**config.mk**
```make
export PLATFORM = sky130hd
export DESIGN_NAME = sp_mem_arbiter
export DESIGN_NICKNAME = d
export VERILOG_FILES = /design/src/rtl/sp_mem_arbiter_pkg.sv /design/src/rtl/sp_mem_arbiter.sv
export SDC_FILE = /design/constraint.sdc
export NUM_CORES = 1
export LEC_CHECK = 0
export ABC_AREA = 1
export BUFFER_PORTS_ARGS = -buffer_cell sky130_fd_sc_hd__buf_2
export CELL_PAD_IN_SITES_DETAIL_PLACEMENT = 1
export CELL_PAD_IN_SITES_GLOBAL_PLACEMENT = 1
export CORE_AREA = 2 2 141 143
export CTS_BUF_LIST = sky130_fd_sc_hd__clkbuf_16
export CTS_CLUSTER_SIZE = 28
export DETAILED_ROUTE_END_ITERATION = 6
export DIE_AREA = 0 0 143 145
export PLACE_DENSITY = 0.77
export SYNTH_ARGS = -nofsm -noshare
export SYNTH_HDL_FRONTEND = slang
export SYNTH_SLANG_ARGS = --single-unit
```
**constraint.sdc**
```tcl
create_clock -name CLK -period 3.3 [get_ports CLK]
set_input_delay 0.33 -clock CLK [delete_from_list [all_inputs] [get_ports CLK]]
set_output_delay 0.33 -clock CLK [all_outputs]
set_load 0.02 [all_outputs]
```
**src/rtl/sp_mem_arbiter_pkg.sv**
```systemverilog
// Shared types and the round-robin pick used by the scratchpad memory-port arbiter.
package sp_mem_arbiter_pkg;

  typedef enum logic [1:0] {ARB_IDLE, ARB_LOAD, ARB_STORE} arb_state_t;
  typedef enum logic {OWN_LOAD, OWN_STORE} arb_owner_t;

  // On a tie the side that was not granted last wins; a lone requester always wins.
  function automatic arb_owner_t rr_pick(input logic ld, input logic st, input arb_owner_t last);
    if (ld && st) return (last == OWN_LOAD) ? OWN_STORE : OWN_LOAD;
    else if (st)  return OWN_STORE;
    else          return OWN_LOAD;
  endfunction

endpackage

```
**src/rtl/sp_mem_arbiter.sv**
```systemverilog
// Round-robin arbiter sharing one memory port between the load and dramstore FSMs.
// Optional perf counters (grants per side, wait cycles) under SP_MEM_ARB_PERF_EN.
module sp_mem_arbiter
  import sp_mem_arbiter_pkg::*;
#(
  parameter int ADDR_W  = 32,
  parameter int DATA_W  = 64,
  parameter int TIMEOUT = 1024
) (
  input  logic              CLK,
  input  logic              nRST,
  input  logic              ld_req,
  input  logic [ADDR_W-1:0] ld_addr,
  output logic              ld_hit,
  output logic [DATA_W-1:0] ld_rdata,
  input  logic              st_req,
  input  logic [ADDR_W-1:0] st_addr,
  input  logic [DATA_W-1:0] st_wdata,
  output logic              st_hit,
  output logic              mem_ren,
  output logic              mem_wen,
  output logic [ADDR_W-1:0] mem_addr,
  output logic [DATA_W-1:0] mem_wdata,
  input  logic              mem_hit,
  input  logic [DATA_W-1:0] mem_rdata,
`ifdef SP_MEM_ARB_PERF_EN
  output logic [31:0]       ld_grant_cnt,
  output logic [31:0]       st_grant_cnt,
  output logic [31:0]       wait_cnt,
`endif
  output logic              timeout_err
);

  localparam int TW = (TIMEOUT > 2) ? $clog2(TIMEOUT) : 1;
  localparam logic [TW-1:0] TCNT_LAST = TW'(TIMEOUT - 1);

  arb_state_t        state_q, state_d;
  arb_owner_t        rr_last_q, rr_last_d;
  logic              mem_ren_q, mem_ren_d;
  logic              mem_wen_q, mem_wen_d;
  logic [ADDR_W-1:0] mem_addr_q, mem_addr_d;
  logic [DATA_W-1:0] mem_wdata_q, mem_wdata_d;
  logic [TW-1:0]     tcnt_q, tcnt_d;
  logic              timeout_err_q, timeout_err_d;
  arb_owner_t        pick;
  logic              busy;

  assign pick = rr_pick(ld_req, st_req, rr_last_q);
  assign busy = (state_q != ARB_IDLE);

  always_comb begin
    state_d       = state_q;
    rr_last_d     = rr_last_q;
    mem_ren_d     = 1'b0;
    mem_wen_d     = 1'b0;
    mem_addr_d    = mem_addr_q;
    mem_wdata_d   = mem_wdata_q;
    tcnt_d        = tcnt_q;
    timeout_err_d = timeout_err_q;
    case (state_q)
      ARB_IDLE: begin
        if (ld_req || st_req) begin
          rr_last_d = pick;
          tcnt_d    = '0;
          if (pick == OWN_LOAD) begin
            state_d    = ARB_LOAD;
            mem_ren_d  = 1'b1;
            mem_addr_d = ld_addr;
          end else begin
            state_d     = ARB_STORE;
            mem_wen_d   = 1'b1;
            mem_addr_d  = st_addr;
            mem_wdata_d = st_wdata;
          end
        end
      end
      ARB_LOAD, ARB_STORE: begin
        // A hit on the final watchdog cycle still counts as a normal completion.
        if (mem_hit) begin
          state_d = ARB_IDLE;
          tcnt_d  = '0;
        end else if (tcnt_q == TCNT_LAST) begin
          state_d       = ARB_IDLE;
          tcnt_d        = '0;
          timeout_err_d = 1'b1;
        end else begin
          tcnt_d    = tcnt_q + 1'b1;
          mem_ren_d = (state_q == ARB_LOAD);
          mem_wen_d = (state_q == ARB_STORE);
        end
      end
      default: state_d = ARB_IDLE;
    endcase
  end

  always_ff @(posedge CLK) begin
    if (nRST) begin
      state_q       <= ARB_IDLE;
      rr_last_q     <= OWN_STORE;
      mem_ren_q     <= 1'b0;
      mem_wen_q     <= 1'b0;
      mem_addr_q    <= '0;
      mem_wdata_q   <= '0;
      tcnt_q        <= '0;
      timeout_err_q <= 1'b0;
    end else begin
      state_q       <= state_d;
      rr_last_q     <= rr_last_d;
      mem_ren_q     <= mem_ren_d;
      mem_wen_q     <= mem_wen_d;
      mem_addr_q    <= mem_addr_d;
      mem_wdata_q   <= mem_wdata_d;
      tcnt_q        <= tcnt_d;
      timeout_err_q <= timeout_err_d;
    end
  end

  // Completion is forwarded in the hit cycle itself; a reset in that cycle swallows it.
  assign ld_hit      = (state_q == ARB_LOAD)  && mem_hit && !nRST;
  assign st_hit      = (state_q == ARB_STORE) && mem_hit && !nRST;
  assign ld_rdata    = ld_hit ? mem_rdata : '0;
  assign mem_ren     = mem_ren_q;
  assign mem_wen     = mem_wen_q;
  assign mem_addr    = mem_addr_q;
  assign mem_wdata   = mem_wdata_q;
  assign timeout_err = timeout_err_q;

`ifdef SP_MEM_ARB_PERF_EN
  logic [31:0] ld_grant_cnt_q, ld_grant_cnt_d;
  logic [31:0] st_grant_cnt_q, st_grant_cnt_d;
  logic [31:0] wait_cnt_q, wait_cnt_d;
  logic        ld_grant, st_grant, wait_ev;

  assign ld_grant = !busy && (ld_req || st_req) && (pick == OWN_LOAD);
  assign st_grant = !busy && (ld_req || st_req) && (pick == OWN_STORE);
  assign wait_ev  = busy && !mem_hit;

  always_comb begin
    ld_grant_cnt_d = ld_grant_cnt_q;
    st_grant_cnt_d = st_grant_cnt_q;
    wait_cnt_d     = wait_cnt_q;
    if (ld_grant && (ld_grant_cnt_q != '1)) ld_grant_cnt_d = ld_grant_cnt_q + 32'd1;
    if (st_grant && (st_grant_cnt_q != '1)) st_grant_cnt_d = st_grant_cnt_q + 32'd1;
    if (wait_ev  && (wait_cnt_q     != '1)) wait_cnt_d     = wait_cnt_q + 32'd1;
  end

  always_ff @(posedge CLK) begin
    if (nRST) begin
      ld_grant_cnt_q <= '0;
      st_grant_cnt_q <= '0;
      wait_cnt_q     <= '0;
    end else begin
      ld_grant_cnt_q <= ld_grant_cnt_d;
      st_grant_cnt_q <= st_grant_cnt_d;
      wait_cnt_q     <= wait_cnt_d;
    end
  end

  assign ld_grant_cnt = ld_grant_cnt_q;
  assign st_grant_cnt = st_grant_cnt_q;
  assign wait_cnt     = wait_cnt_q;
`endif

endmodule

```
After elaboration in Yosys (flattened, before gate mapping) --
Index checks and enable logic that the tools add are counted.
Storage, ports and cells: output and inout bits 165, register bits after elaboration 112
Operators by class: bitwise logic cells 1, equal/unequal tests 5, add/subtract/negate cells 1, reductions and logical operators 15, mux-type cells 24
Operators by type and width (number):
- $mux 64 | 1
- $mux 32 | 1
- $mux 10 | 3
- $pmux 10 s2 | 1
- $mux 1 | 11
- $add 10x1->10 const B | 1
- $eq 10x10->1 const B | 1
- $mux 2 | 4
- $reduce_and 2->1 | 3
- $reduce_and 3->1 | 2
- $logic_and 1x1->1 | 5
- $pmux 1 s2 | 2
- $pmux 2 s2 | 1
- $ne 3x3->1 const B | 1
- $eq 2x1->1 const B | 1
- $eq 2x2->1 const B | 1
- $logic_not 2->1 | 1
- $ne 2x2->1 const B | 1
- $reduce_bool 2->1 | 1
- $reduce_or 2->1 | 1
- $logic_not 1->1 | 1
- $logic_or 1x1->1 | 1
- $not 1->1 | 1

Logic depth before layout (Yosys ltp) --
Gate-level depths: netlist (run 1).
depth after elaboration 5, depth in mapped cells 9, gate-level depth less buffers 9

Worst setup path after synthesis (run 1) --
OpenSTA, ideal clock, no wires.
path type reg-to-output, start point register state_q[1], end point output ld_rdata[10], cell stages (with the launch flop) 8, path buffers 1, slack 1.427 ns, data arrival time 1.543 ns, cells stage by stage dfxtp_1 -> inv_1 -> ha_1 -> inv_1 -> nor3_2 -> inv_2 -> buf_6 -> nor2_1
Between the ends: word-level cells in the longest chain between the ends 4
RTL lines:
- start, declared | line sp_mem_arbiter.sv:37 | arb_state_t state_q, state_d;
- start signal, assigned | line sp_mem_arbiter.sv:107 | state_q <= state_d;
- $eq 2x1->1 | line sp_mem_arbiter.sv:119 | assign ld_hit = (state_q == ARB_LOAD) && mem_hit && !nRST;
- $logic_and 1x1->1 (2 in a row) | line sp_mem_arbiter.sv:119
- net ld_hit | line sp_mem_arbiter.sv:14 | output logic ld_hit,
- $mux 64 | line sp_mem_arbiter.sv:121 | assign ld_rdata = ld_hit ? mem_rdata : '0;
- end, declared | line sp_mem_arbiter.sv:15 | output logic [DATA_W-1:0] ld_rdata,
The timed path passes the listed nets, and every way through them passes these cells.

Worst setup path after layout (run 1) --
start point register state_q[1], end point output ld_rdata[44]
Between the ends: word-level cells in the longest chain between the ends 4
RTL lines (line):
- $eq 2x1->1 | sp_mem_arbiter.sv:119
- $logic_and 1x1->1 (2 in a row) | sp_mem_arbiter.sv:119
- $mux 64 | sp_mem_arbiter.sv:121
No other way between the ends.

==> results of run 1 <==
-- power breakdown --
| group | internal [mW] | switching [mW] |
|---|---|---|
| registers | 1.51 | 0.0742 |
| clock network | 0.599 | 0.533 |
| logic | 0.364 | 0.667 |
| total | 2.47 | 1.27 |
-- per-layer routing --
metal / routed length (um) / GRT usage
met5: 0 / 0
met4: 495 / 0.0653
met3: 1750 / 0.0591
met2: 9890 / 0.335
met1: 7900 / 0.197
-- flip-flops by register name (all words and copies together) (netlist names) --
signal	count
mem_wdata	64
mem_wen	1
timeout_err	1
mem_ren	1
rr_last_q	1
tcnt_q	10
state_q	2
mem_addr	32
-- synth_stat cells --
master,number
a21oi_1,40
buf_1,2
buf_2,6
buf_4,6
buf_6,17
clkbuf_1,12
dfxtp_1,112
ha_1,5
inv_1,82
inv_2,5
nand2_1,57
nand2_2,2
nand2_4,2
nand3_1,11
nand3_2,1
nand4_1,3
nor2_1,211
nor2_2,2
nor2_4,2
nor2_8,1
nor3_1,2
nor3_2,1
o21a_1,1
o21ai_0,69
o21ai_1,20
o21ai_2,9
o21ba_2,1
o21bai_1,33
o22ai_1,1
xnor2_1,3
xor2_1,1
-- cell type report --
| class | count | share of cell area |
|---|---|---|
| Antenna cell | 3 | 0.00102 |
| Multi-Input combinational cell | 478 | 0.312 |
| Tap cell | 265 | 0.0451 |
| Sequential cell | 112 | 0.305 |
| Clock inverter | 6 | 0.0107 |
| Clock buffer | 9 | 0.0306 |
| Inverter | 87 | 0.0444 |
| Timing Repair Buffer | 365 | 0.251 |
-- cells by family (layout without fill, tap and decap cells) --
| family | count (synthesis) | count (layout) | synth area share |
|---|---|---|---|
| AO/OA/AOI/OAI | 174 | 174 | 0.192 |
| XOR/XNOR | 4 | 4 | 0.00676 |
| adder cells (fa/ha/maj) | 5 | 5 | 0.0121 |
| buffers and inverters | 130 | 467 | 0.125 |
| flip-flops | 112 | 112 | 0.433 |
| other | 0 | 3 | 0 |
| AND/OR/NAND/NOR | 295 | 295 | 0.232 |
-- worst paths after layout --
kind | start | end | slack (ns)
min | st_wdata[35] | mem_wdata[35] | 0.20
max reg2reg | state_q[0] | mem_ren | 1.21
min reg2reg | mem_addr[29] | mem_addr[29] | 0.46
max | state_q[1] | ld_rdata[44] | 0.75
-- worst max-delay path: cells and delay by family (launching register included) --
| family | cells | cell delay [ns] |
|---|---|---|
| fa+ha+maj | 1 | 0.17 |
| simple gates | 2 | 0.22 |
| buf+inv | 4 | 1.08 |
| flops | 1 | 0.38 |
==> results.sh, run 1 <==
export IMPL_slew_headroom=0.335
export IMPL_rsz0062_at_grt="no"
export IMPL_path_cells="inv_1 > ha_1 > inv_1 > nor3_2 > inv_2 > nor2_1 > buf_2"
export IMPL_clk_pin_slew_ns=0.08
export IMPL_vias=5824
export IMPL_p_leak_nw=4.07
export IMPL_hp_class="primary input to flip-flop"
export IMPL_timing_hold_ws_ns=0.195
export IMPL_syn2layout_area_growth_pct=41.9
export IMPL_tightest_slew_ns=0.997
export IMPL_fin_crit_ns=2.55
export IMPL_synthCells=720
export IMPL_synth_area_leaders="dfxtp_1, nor2_1, o21ai_0"
export IMPL_ys_types=31
export IMPL_antenna_left=0
export IMPL_ff2ff_path_depth=8
export IMPL_cp_required_ns=2.97
export IMPL_critPathCaptureType="primary output"
export IMPL_holdPathStages=3
export IMPL_cp_max_fo=64
export IMPL_vias_per_cell=4.40
export IMPL_max_cap_violations=0
export IMPL_fp_row_count=51
export IMPL_dieHeight_um=145
export IMPL_outcome="complete, no violations"
export IMPL_grt_pass1_vias=5872
export IMPL_crit_top_cell="inv_1"
export IMPL_grt_max_degree=66
export IMPL_drt_iter0_drc=106
export IMPL_max_vdd_ir_drop_mv=0.234
export IMPL_clk_latency_ns=0.36
export IMPL_io_pins=362
export IMPL_synth_area_leader_cell="dfxtp_1"
export IMPL_start_util=0.270
export IMPL_drive_gt1_frac=0.384
export IMPL_pwr_density_cell_nw_per_um2=509
export IMPL_port_buffers=361
export IMPL_coreArea_um2=19200
export IMPL_startpoint_type="flip-flop"
export IMPL_arrival_ns=2.22
export IMPL_syn_cell_area_um2=5180
export IMPL_setup_viol=0
export IMPL_final_cells=1325
export IMPL_synth_top_area_frac=0.433
export IMPL_clock_sinks=112
export IMPL_grt_use_total=0.184
export IMPL_tritoncts="built"
export IMPL_critPathMaxStageDelay_ns=0.70
export IMPL_syn_nets=922
export IMPL_gp_congestion=0.769
export IMPL_fin_crit_sh=0.773
export IMPL_cts_path_max_buffers=2
export IMPL_seqCellArea_um2=2240
export IMPL_hpwl_um=15400
export IMPL_design_area_um2=7350
export IMPL_clock_skew_ns=0.0154
export IMPL_grt_pass1_wl_um=30300
export IMPL_drc_errors=0
export IMPL_synth_avg_cell_area_um2=7.20
export IMPL_antenna_found_initial=3
export IMPL_routedWlPerCell_um=15.1
export IMPL_final_common_cell="buf_2"
export IMPL_totalWireLength_um=20000
export IMPL_hold_violations=0
export IMPL_tns_ns=0
export IMPL_htreeDepth=3
export IMPL_dp_cells=1307
export IMPL_p_total_mw=3.74
export IMPL_nets=1255
export IMPL_final_cell_mix="buf_2, nor2_1, dfxtp_1, inv_1, o21ai_0"
export IMPL_drtPass1Iterations=4
export IMPL_postPlaceCellArea_um2=7040
export IMPL_ctsResizeCount=0
export IMPL_grt_ovfl_total=0
export IMPL_finalMaxSlewViolations=0
export IMPL_cts_hold_buffers=0
export IMPL_utilization=0.383
export IMPL_multiInputGateArea_um2=2290
export IMPL_crit_type="flip-flop to primary output"
export IMPL_yosysSeqAreaShare=0.433
export IMPL_crit_path_top_delay_cell="inv_2"
export IMPL_yosysWarnings=0
export IMPL_cts_root_buf="clkbuf_16"
export IMPL_nFillCells=2517
export IMPL_synth_seq_cells=112
export IMPL_die_area_um2=20700
export IMPL_numCtsBuffers=9
export IMPL_max_freq_ghz=0.392
export IMPL_post_place_ws_ns=1.07
export IMPL_cts_setup_buffers=0
export IMPL_timing_final_ws_setup_ns=0.749
export IMPL_die_w_um=143
Power figures use the tool's default switching activity.
==> inputs of run 2 (changes only) <==
--- a/config.mk
+++ b/config.mk
@@ -9,12 +9,12 @@
 export BUFFER_PORTS_ARGS = -buffer_cell sky130_fd_sc_hd__buf_2
 export CELL_PAD_IN_SITES_DETAIL_PLACEMENT = 1
 export CELL_PAD_IN_SITES_GLOBAL_PLACEMENT = 1
-export CORE_AREA = 2 2 141 143
+export CORE_MARGIN = 2
+export CORE_UTILIZATION = 24
 export CTS_BUF_LIST = sky130_fd_sc_hd__clkbuf_16
 export CTS_CLUSTER_SIZE = 28
 export DETAILED_ROUTE_END_ITERATION = 6
-export DIE_AREA = 0 0 143 145
-export PLACE_DENSITY = 0.77
+export PLACE_DENSITY = 0.72
 export SYNTH_ARGS = -nofsm -noshare
 export SYNTH_HDL_FRONTEND = slang
 export SYNTH_SLANG_ARGS = --single-unit
==> constraint.sdc (replaced) <==
create_clock -name CLK -period 2.1 [get_ports CLK]
set_input_delay 0.21 -clock CLK [delete_from_list [all_inputs] [get_ports CLK]]
set_output_delay 0.21 -clock CLK [all_outputs]
set_load 0.02 [all_outputs]
==> results.sh, run 2 (same netlist as run 1, synthesis figures left out) <==
export IMPL_outcome="complete, no violations"
export IMPL_finalMaxSlewViolations=0
export IMPL_clock_skew_ns=0.0127
export IMPL_coreArea_um2=21100
export IMPL_holdPathStages=3
export IMPL_postPlaceCellArea_um2=7150
export IMPL_p_comb_frac=0.290
export IMPL_path_cells="inv_2 > ha_1 > inv_2 > nor3_4 > buf_4 > clkinv_2 > clkbuf_16 > nor2_2 > buf_4"
export IMPL_drt_iter0_drc=136
export IMPL_hold_violations=0
export IMPL_ff2ff_path_depth=8
export IMPL_max_cap_violations=0
export IMPL_cp_required_ns=1.89
export IMPL_die_w_um=151
export IMPL_cp_max_fo=6
export IMPL_crit_path_top_delay_cell="dfxtp_4"
export IMPL_setup_viol=0
export IMPL_drc_errors=0
export IMPL_tritoncts="built"
export IMPL_syn2layout_area_growth_pct=48.5
export IMPL_clk_latency_ns=0.35
export IMPL_tns_ns=0
export IMPL_nets=1276
export IMPL_cts_path_max_buffers=2
export IMPL_cp_num_buf_inv=6
export IMPL_numCtsBuffers=9
export IMPL_totalWireLength_um=21500
export IMPL_max_freq_ghz=0.489
export IMPL_p_leak_nw=4.20
export IMPL_slew_headroom=0.699
export IMPL_hpwl_um=16200
export IMPL_critPathMaxStageDelay_ns=0.35
export IMPL_antenna_left=0
export IMPL_critPathCaptureType="primary output"
export IMPL_min_from="st_wdata[13]"
export IMPL_routedWlPerCell_um=15.9
export IMPL_hold_end="mem_wdata[13]"
export IMPL_largest_reg_flops=64
export IMPL_drive_gt1_frac=0.407
export IMPL_worstReg2RegEnd="tcnt_q[9]"
export IMPL_fin_crit_sh=0.973
export IMPL_p_sw_mw=2.07
export IMPL_drtPass1Iterations=4
export IMPL_max_vdd_ir_drop_mv=0.353
export IMPL_final_cell_mix="buf_2, nor2_1, dfxtp_1, inv_1, o21ai_0"
export IMPL_clock_sinks=112
export IMPL_crit_type="flip-flop to primary output"
export IMPL_start_util=0.246
export IMPL_grt_pass1_wl_um=31000
export IMPL_power_internal_mw=3.84
export IMPL_reg2reg_slack_ns=0.48
export IMPL_grt_pass1_vias=5923
export IMPL_gp_congestion=0.789
export IMPL_final_common_cell="buf_2"
export IMPL_grt_ovfl_total=0
export IMPL_cts_hold_buffers=0
export IMPL_port_buffers=361
export IMPL_design_area_um2=7690
export IMPL_htreeDepth=3
export IMPL_arrival_ns=1.83
export IMPL_pwr_density_cell_nw_per_um2=768
export IMPL_path_delay_family="buffers and inverters"
export IMPL_tightest_slew_ns=0.451
export IMPL_p_clk_frac=0.291
export IMPL_r2r_start="state_q[0]"
export IMPL_p_sw_frac=0.351
export IMPL_fin_crit_ns=2.04
export IMPL_dieHeight_um=151
export IMPL_io_pins=362
export IMPL_grt_max_degree=67
export IMPL_vias=5954
export IMPL_hp_class="primary input to flip-flop"
export IMPL_seq_power_share=0.419
export IMPL_vias_per_cell=4.38
export IMPL_die_area_um2=22800
export IMPL_fp_row_count=53
export IMPL_startpoint_type="flip-flop"
export IMPL_cts_root_buf="clkbuf_16"
export IMPL_clk_pin_slew_ns=0.08
export IMPL_grt_use_total=0.176
export IMPL_antenna_found_initial=4
[run 2: power by group through the flow]
stage / Sequential (mW) / Clock, mW / Combinational [mW]
floorplan: 2.81 / 0 / 0.773
global placement: 2.52 / 0 / 1.67
detailed placement: 2.52 / 0 / 1.69
CTS: 2.48 / 1.81 / 1.70
global route: 2.51 / 1.89 / 1.90
finish: 2.48 / 1.72 / 1.71
[run 2: cell type report]
class	count	area, um2
flip-flops and latches	112	2250
inverters	87	332
clock buffers	9	225
well taps	275	344
repair buffers	384	2150
repair inverters	2	10.0
clock inverters	7	60.1
fillers	2776	13400
diodes	4	10.0
multi-input cells	478	2320
[run 2: per-stage QoR]
stage                     hold WS, ns  setup slack, ns  power (mW)  cells  utilization
after floorplan                 0.345            0.347        3.58    720            -
after global placement          0.431            0.434        4.18   1325        0.339
after detailed placement        0.440            0.309        4.21   1325        0.339
after CTS                      0.0585           0.0145        5.98   1341        0.353
after global routing           0.0694          -0.0127        6.30   1356        0.365
final                          0.0744           0.0566        5.91   1358        0.365
[run 2: worst max-delay path by stage]
stage | slack [ns] | to | cells after the start | startpoint
floorplan | 0.35 | ld_rdata[10] | 7 | state_q[1]
global placement | 0.43 | ld_rdata[23] | 8 | state_q[1]
detailed placement | 0.31 | ld_rdata[60] | 8 | state_q[1]
CTS | 0.01 | ld_rdata[60] | 8 | state_q[1]
global route | -0.01 | ld_rdata[1] | 9 | state_q[1]
finish | 0.06 | ld_rdata[62] | 9 | state_q[1]
[run 2: worst register-to-register path, cell delays in order (launching register included)]
cell and delay [ns]:
dfxtp_2 0.36, inv_1 0.07, ha_1 0.24, a21oi_1 0.33, nand3_1 0.17, nor2_1 0.16, nand3_1 0.09, nand2_1 0.06
nor2_1 0.03
[run 2: timing repair]
item,4_1_cts,5_1_grt
gates resized for setup,2,35
setup endpoints to repair,44,44
setup buffers,0,6
endpoints found under the hold margin,0,0
gates cloned,0,7
[run 2: layer usage]
metal  vias to the layer above  GRT usage  routed length (um)
li1                       2960          -                   -
met1                      2745      0.192                8200
met2                       228      0.321               11100
met3                        19     0.0593                1860
met4                         2     0.0528                 385
met5                         -          0                  13
